File: src/rtl/glb_block_sink_pkg.sv
// rtl/glb_block_sink_pkg.sv - shared types and constants for the block-mode GLB sink
package glb_block_sink_pkg;

  typedef enum logic [1:0] {HDR, BODY, DONE} state_t;

  localparam int          CTRL_BIT   = 16;
  localparam logic [16:0] DONE_TOKEN = 17'h10100;

endpackage

File: src/rtl/glb_block_sink_addr_gen.sv
// rtl/glb_block_sink_addr_gen.sv - base + accumulated block offset + word index address generator
module glb_block_sink_addr_gen
  import glb_block_sink_pkg::*;
#(
  parameter int ADDR_WIDTH = 16,
  parameter int CNT_WIDTH  = 16
) (
  input  logic                  clk,
  input  logic                  rst_n,
  input  logic                  i_clk_en,
  input  logic                  i_flush,
  input  logic                  i_blk_done,
  input  logic [ADDR_WIDTH-1:0] i_base,
  input  logic [ADDR_WIDTH-1:0] i_stride,
  input  logic [CNT_WIDTH-1:0]  i_word_cnt,
  output logic [ADDR_WIDTH-1:0] o_addr
);

  // Tracks blk_count*stride by accumulation so no multiplier is needed.
  logic [ADDR_WIDTH-1:0] r_blk_off;

  always_ff @(posedge clk or negedge rst_n) begin
    if (!rst_n) begin
      r_blk_off <= '0;
    end else if (i_clk_en) begin
      if (i_flush) begin
        r_blk_off <= '0;
      end else if (i_blk_done) begin
        r_blk_off <= r_blk_off + i_stride;
      end
    end
  end

  assign o_addr = i_base + r_blk_off + ADDR_WIDTH'(i_word_cnt);

endmodule

File: src/rtl/glb_block_sink.sv
// rtl/glb_block_sink.sv - length-prefixed block stream to GLB write port; GLB_BLOCK_SINK_CHECK_EN enables control-word dropping
module glb_block_sink
  import glb_block_sink_pkg::*;
#(
  parameter int DATA_WIDTH = 16,
  parameter int ADDR_WIDTH = 16,
  parameter int CNT_WIDTH  = 16
) (
  input  logic                  clk,
  input  logic                  rst_n,
  input  logic                  clk_en,
  input  logic                  flush,
  input  logic [DATA_WIDTH:0]   stream_in,
  input  logic                  stream_in_valid,
  output logic                  stream_in_ready,
  input  logic [ADDR_WIDTH-1:0] addr_base,
  input  logic [ADDR_WIDTH-1:0] addr_stride,
  input  logic [CNT_WIDTH-1:0]  tx_num,
  output logic [ADDR_WIDTH-1:0] mem_addr,
  output logic [DATA_WIDTH-1:0] mem_data,
  output logic                  mem_wen,
  output logic [CNT_WIDTH-1:0]  blk_count,
  output logic                  done,
  output logic                  err
);

  state_t                r_state;
  logic                  r_live;
  logic [DATA_WIDTH-1:0] r_len;
  logic [CNT_WIDTH-1:0]  r_word_cnt;
  logic [CNT_WIDTH-1:0]  r_blk_count;
  logic                  r_err;
  logic                  r_wen;
  logic [ADDR_WIDTH-1:0] r_addr;
  logic [DATA_WIDTH-1:0] r_data;

  logic                  w_xfer;
  logic                  w_ctrl;
  logic                  w_data_xfer;
  logic                  w_last;
  logic                  w_blk_done;
  logic [DATA_WIDTH-1:0] w_payload;
  logic [CNT_WIDTH-1:0]  w_blk_next;
  logic [ADDR_WIDTH-1:0] w_addr;

`ifdef GLB_BLOCK_SINK_CHECK_EN
  assign w_ctrl = stream_in[CTRL_BIT];
`else
  logic w_unused_ctrl;
  assign w_unused_ctrl = stream_in[CTRL_BIT];
  assign w_ctrl        = 1'b0;
`endif

  // r_live keeps ready low while reset is held; tx_num==0 never opens the link.
  assign stream_in_ready = r_live & (r_state != DONE) & (r_blk_count != tx_num);
  assign w_xfer          = stream_in_valid & stream_in_ready & clk_en;
  assign w_data_xfer     = w_xfer & ~w_ctrl;
  assign w_payload       = stream_in[DATA_WIDTH-1:0];
  assign w_last          = (r_word_cnt == CNT_WIDTH'(r_len - DATA_WIDTH'(1)));
  assign w_blk_next      = r_blk_count + CNT_WIDTH'(1);
  assign w_blk_done      = w_data_xfer &
                           (((r_state == HDR) & (w_payload == '0)) |
                            ((r_state == BODY) & w_last));

  glb_block_sink_addr_gen #(
    .ADDR_WIDTH (ADDR_WIDTH),
    .CNT_WIDTH  (CNT_WIDTH)
  ) u_addr_gen (
    .clk        (clk),
    .rst_n      (rst_n),
    .i_clk_en   (clk_en),
    .i_flush    (flush),
    .i_blk_done (w_blk_done),
    .i_base     (addr_base),
    .i_stride   (addr_stride),
    .i_word_cnt (r_word_cnt),
    .o_addr     (w_addr)
  );

  always_ff @(posedge clk or negedge rst_n) begin
    if (!rst_n) begin
      r_state     <= HDR;
      r_live      <= 1'b0;
      r_len       <= '0;
      r_word_cnt  <= '0;
      r_blk_count <= '0;
      r_err       <= 1'b0;
      r_wen       <= 1'b0;
      r_addr      <= '0;
      r_data      <= '0;
    end else begin
      r_live <= 1'b1;
      if (!clk_en) begin
        r_wen <= 1'b0;
      end else if (flush) begin
        r_state     <= HDR;
        r_len       <= '0;
        r_word_cnt  <= '0;
        r_blk_count <= '0;
        r_err       <= 1'b0;
        r_wen       <= 1'b0;
      end else begin
        r_wen <= 1'b0;
        if (w_xfer && w_ctrl) begin
          r_err <= 1'b1;
        end
        case (r_state)
          HDR: begin
            if (r_blk_count == tx_num) begin
              r_state <= DONE;
            end else if (w_data_xfer) begin
              r_len      <= w_payload;
              r_word_cnt <= '0;
              if (w_payload == '0) begin
                r_blk_count <= w_blk_next;
                r_state     <= (w_blk_next == tx_num) ? DONE : HDR;
              end else begin
                r_state <= BODY;
              end
            end
          end
          BODY: begin
            if (w_data_xfer) begin
              r_wen      <= 1'b1;
              r_addr     <= w_addr;
              r_data     <= w_payload;
              r_word_cnt <= r_word_cnt + CNT_WIDTH'(1);
              if (w_last) begin
                r_blk_count <= w_blk_next;
                r_state     <= (w_blk_next == tx_num) ? DONE : HDR;
              end
            end
          end
          default: r_state <= DONE;
        endcase
      end
    end
  end

  assign mem_addr  = r_addr;
  assign mem_data  = r_data;
  assign mem_wen   = r_wen;
  assign blk_count = r_blk_count;
  assign done      = (r_state == DONE);
  assign err       = r_err;

endmodule
File: config.mk
export PLATFORM = sky130hd
export DESIGN_NAME = glb_block_sink
export DESIGN_NICKNAME = d
export VERILOG_FILES = /design/src/rtl/glb_block_sink_pkg.sv /design/src/rtl/glb_block_sink_addr_gen.sv /design/src/rtl/glb_block_sink.sv
export SDC_FILE = /design/constraint.sdc
export NUM_CORES = 1
export LEC_CHECK = 0
export BUFFER_PORTS_ARGS = -buffer_cell sky130_fd_sc_hd__buf_4
export CAP_MARGIN = 20
export CELL_PAD_IN_SITES_DETAIL_PLACEMENT = 0
export CELL_PAD_IN_SITES_GLOBAL_PLACEMENT = 1
export CORE_ASPECT_RATIO = 0.6
export CORE_MARGIN = 4
export CORE_UTILIZATION = 35
export CTS_CLUSTER_SIZE = 25
export DETAILED_ROUTE_END_ITERATION = 10
export HOLD_SLACK_MARGIN = 0.15
export MAX_ROUTING_LAYER = met4
export PLACE_DENSITY = 0.68
export SLEW_MARGIN = 10
export SYNTH_ARGS = -nofsm -noshare
export SYNTH_HDL_FRONTEND = slang
export SYNTH_HIERARCHICAL = 1
export SYNTH_SLANG_ARGS = --single-unit
export TNS_END_PERCENT = 50
File: constraint.sdc
create_clock -name clk -period 4.3 [get_ports clk]
set_input_delay 0.215 -clock clk [delete_from_list [all_inputs] [get_ports clk]]
set_output_delay 0.215 -clock clk [all_outputs]
set_load 0.01 [all_outputs]
==> results.cfg <==
[outcome]
status = completed

[floorplan]
die_w_um = 195
ios = 122
initial_core_util_pct = 36.1
dieArea_um2 = 23400
die_y_um = 120
fp-row-count = 40
placeableCoreArea_um2 = 20300

[global_route]
grt.met3_usage_pct = 3.23
grt_pass1_wl_um = 34800
grt-busiest-layer = met1
grt_pass1_vias = 5932
use_met2_pct = 22.8
grt_use_met1_pct = 32.6
antenna_found_initial = 0
grt_max_degree = 64
grtUsageTotal_pct = 19.3
overflow = 0

[critical_path]
r2r_start = r_len[0]
required_ns = 4.58
path_max_fanout = 15
critPathBufInv = 2
critPathArrivalTime_ns = 4.11
critPathKind = flip-flop to flip-flop
slowest_stage = or3b_2
critPathCaptureType = flip-flop
cp-start-kind = flip-flop
worstSetupStartpoint = r_len[0]
worst_path_largest_cell_delay_ns = 0.49
crit_family = simple AND/OR/NAND/NOR gates
path_cells = inv_1, ha_1, or3b_2, or4_4, or3_1, a31oi_2, o2111ai_4, mux2_2, nor3_1, o21ai_1, nor2_1, buf_4, nand2_1, o22ai_1

[placement]
place_congestion = 0.848
hpwl_um = 16600
pre_cts_slack_ns = 0.507
io_buffers = 119
dpl_cell_area_um2 = 8520

[clock_tree]
postCtsSetupRepairBufs = 0
cts_root_buffer = clkbuf_16
cts_buffers = 9
clk_pin_slew_ns = 0.07
cts_buffer_depth = 2
h-tree-depth = 3
cts_tree = yes
cts_sinks = 100
cts_resized = 0
clk_latency_ns = 0.36
holdBufCountCts = 18

[power]
p_leak_uw = 0.00400
seq_power_share_pct = 34.7
comb_power_share_pct = 45.8
powerDensity_nw_per_um2 = 450
switching_share_pct = 38.8
clock_power_share_pct = 19.5
p_int_uw = 2470
power_uw = 4030
worst_ir_drop_vdd_uv = 197
p_sw_uw = 1560

[synth]
synth_enable_flop_cells = 0
syn_nets = 871
yosys.area.top_type = dfrtp_1
ys.flop_type = dfrtp_1
yosysMostFrequentCell = dfrtp_1
yosysTopAreaCellShare_pct = 34.2
syn_avg_cell_area_um2 = 9.73
syn_inst = 752
synth-seq-cells = 100
ys_seq_area_share_pct = 34.2
netlist_top_cells_area = dfrtp_1 (34%), ha_1 (5.5%), xnor2_1 (5.3%), mux2_2 (4.9%), fa_1 (4.6%)
ys_async_sr_fraction_pct = 100
synth.distinct_cells = 75
yosysWarnings = 6
netlist_area_um2 = 7320
netlist_top_cells_count = dfrtp_1 (100), xnor2_1 (44), o21ai_1 (40), a21oi_1 (39), nand2_1 (39)

[sta]
layout_min_cycle_time_ns = 3.83
worstMarginPinSlew_ns = 0.855
tns_ns = 0
max_freq_mhz = 261
final.setup_skew_ns = 0.0108
slew_headroom_pct = 43.0
rsz0062_at_grt = no
fin_crit_sh_pct = 89.2
hold-worst-slack_ns = 0.216
setup_ws_ns = 0.465
final-setup-viol-count = 0
finalHoldViolCount = 0
final-max-slew-violation-count = 0

[drt]
wl_um = 21700
first_pass_iters = 5
wl_per_cell_um = 18.8
drc = 0
viasPerCell = 5.37
drtIter0Drc = 461
ant_nets = 0
vias = 6198

[final_layout]
finalInstanceArea_um2 = 8970
layout-drive-gt1-share_pct = 22.6
n_antenna_cell = 0
area_delta_synth_final_pct = 22.6
fin_nets = 995
fill_cells = 2024

[worst_hold_path]
hp-class = primary input to flip-flop
worstHoldStart = addr_stride[15]

[flow_run]
cap_viol_max_count = 0
==> sequential cells by signal, indices dropped and copies added (netlist names) <==
| register | flops |
|---|---|
| blk_count | 16 |
| mem_addr | 16 |
| mem_data | 16 |
| mem_wen | 1 |
| r_len | 16 |
| r_live | 1 |
| r_state | 2 |
| r_word_cnt | 16 |
| u_addr_gen/r_blk_off | 16 |
==> cells in the final DEF (no fill, tap or decap), types with 4 or more instances in the layout <==
cell type      instances
nor3_1                 9
or4_1                  6
nand2_1               39
o21ai_0               22
inv_1                 23
o31ai_1                6
dlygate4sd3_1         18
o211ai_1               5
nand4_1               14
buf_4                129
xor2_1                32
o22a_1                 9
xnor2_1               44
a31oi_1                4
a21o_1                15
nand3b_1               6
nor2_1                30
and3_1                11
mux2_1                 4
a211oi_1              12
nor2b_1                8
o2111ai_1              4
fa_1                  17
nor4_1                12
o21ai_1               39
a22o_1                18
and4_1                 5
a21oi_1               39
nand2b_1              21
and2_1                 8
dfrtp_1              100
or3_1                 10
a211o_1                4
mux2_2                32
clkbuf_16              9
nand3_1               20
ha_1                  32
a21oi_2                4
==> path summary, 6_finish.rpt <==
| kind | slack (ns) | cells past startpoint | end |
|---|---|---|---|
| min in group asynchronous | 0.53 | 2 | mem_addr[12] |
| max reg2reg | 0.47 | 14 | u_addr_gen/r_blk_off[15] |
| max | 0.47 | 14 | u_addr_gen/r_blk_off[15] |
| max in group asynchronous | 2.77 | 3 | r_len[11] |
| min | 0.22 | 3 | u_addr_gen/r_blk_off[15] |
| min reg2reg | 0.50 | 1 | mem_data[9] |
==> per-stage QoR <==
stage	utilization, %	std cells
finish	44.3	1154
detailed placement	42.0	1120
floorplan	-	752
CTS	44.3	1154
global placement	42.0	1120
global route	44.3	1154
==> layer usage <==
metal,vias up,share of wire (%)
li1,3037,-
met1,3002,58
met5,-,0
met4,0,0.84
met2,144,37
met3,15,4.0
==> tightest hold or removal path: stages <==
cell and delay, ns:
buf_4 0.10, xnor2_1 0.13, o22ai_1 0.09
==> power by group through the flow <==
| stage | registers [uW] | logic [uW] | clock network [uW] |
|---|---|---|---|
| 2_1_floorplan | 1390 | 1210 | 0 |
| 3_3_place_gp | 1420 | 1830 | 0 |
| 3_5_place_dp | 1420 | 1830 | 0 |
| 4_1_cts | 1400 | 1860 | 805 |
| 5_1_grt | 1440 | 2060 | 836 |
| 6_report | 1400 | 1850 | 786 |
==> final cells by class <==
| cell class | instances | area, um^2 | area share, % |
|---|---|---|---|
| Clock buffer | 10 | 229 | 2.55 |
| Clock inverter | 6 | 46.3 | 0.516 |
| Inverter | 23 | 86.3 | 0.962 |
| Multi-Input combinational cell | 594 | 4600 | 51.2 |
| Sequential cell | 100 | 2500 | 27.9 |
| Tap cell | 273 | 342 | 3.81 |
| Timing Repair Buffer | 148 | 1170 | 13.0 |
==> logic make-up (layout without fill, tap and decap cells) <==
family,count (synthesis),after routing,synth area share [%]
AOI/OAI and AO/OA,217,217,21.3
xor gates and xnor gates,76,76,9.09
adders and majority gates,49,49,10.1
buffers and inverters,58,187,3.23
DFF,100,100,34.2
muxes,39,39,6.02
other,2,2,0.103
and+or+nand+nor,211,211,15.9
(Power assumes the default switching activity.)
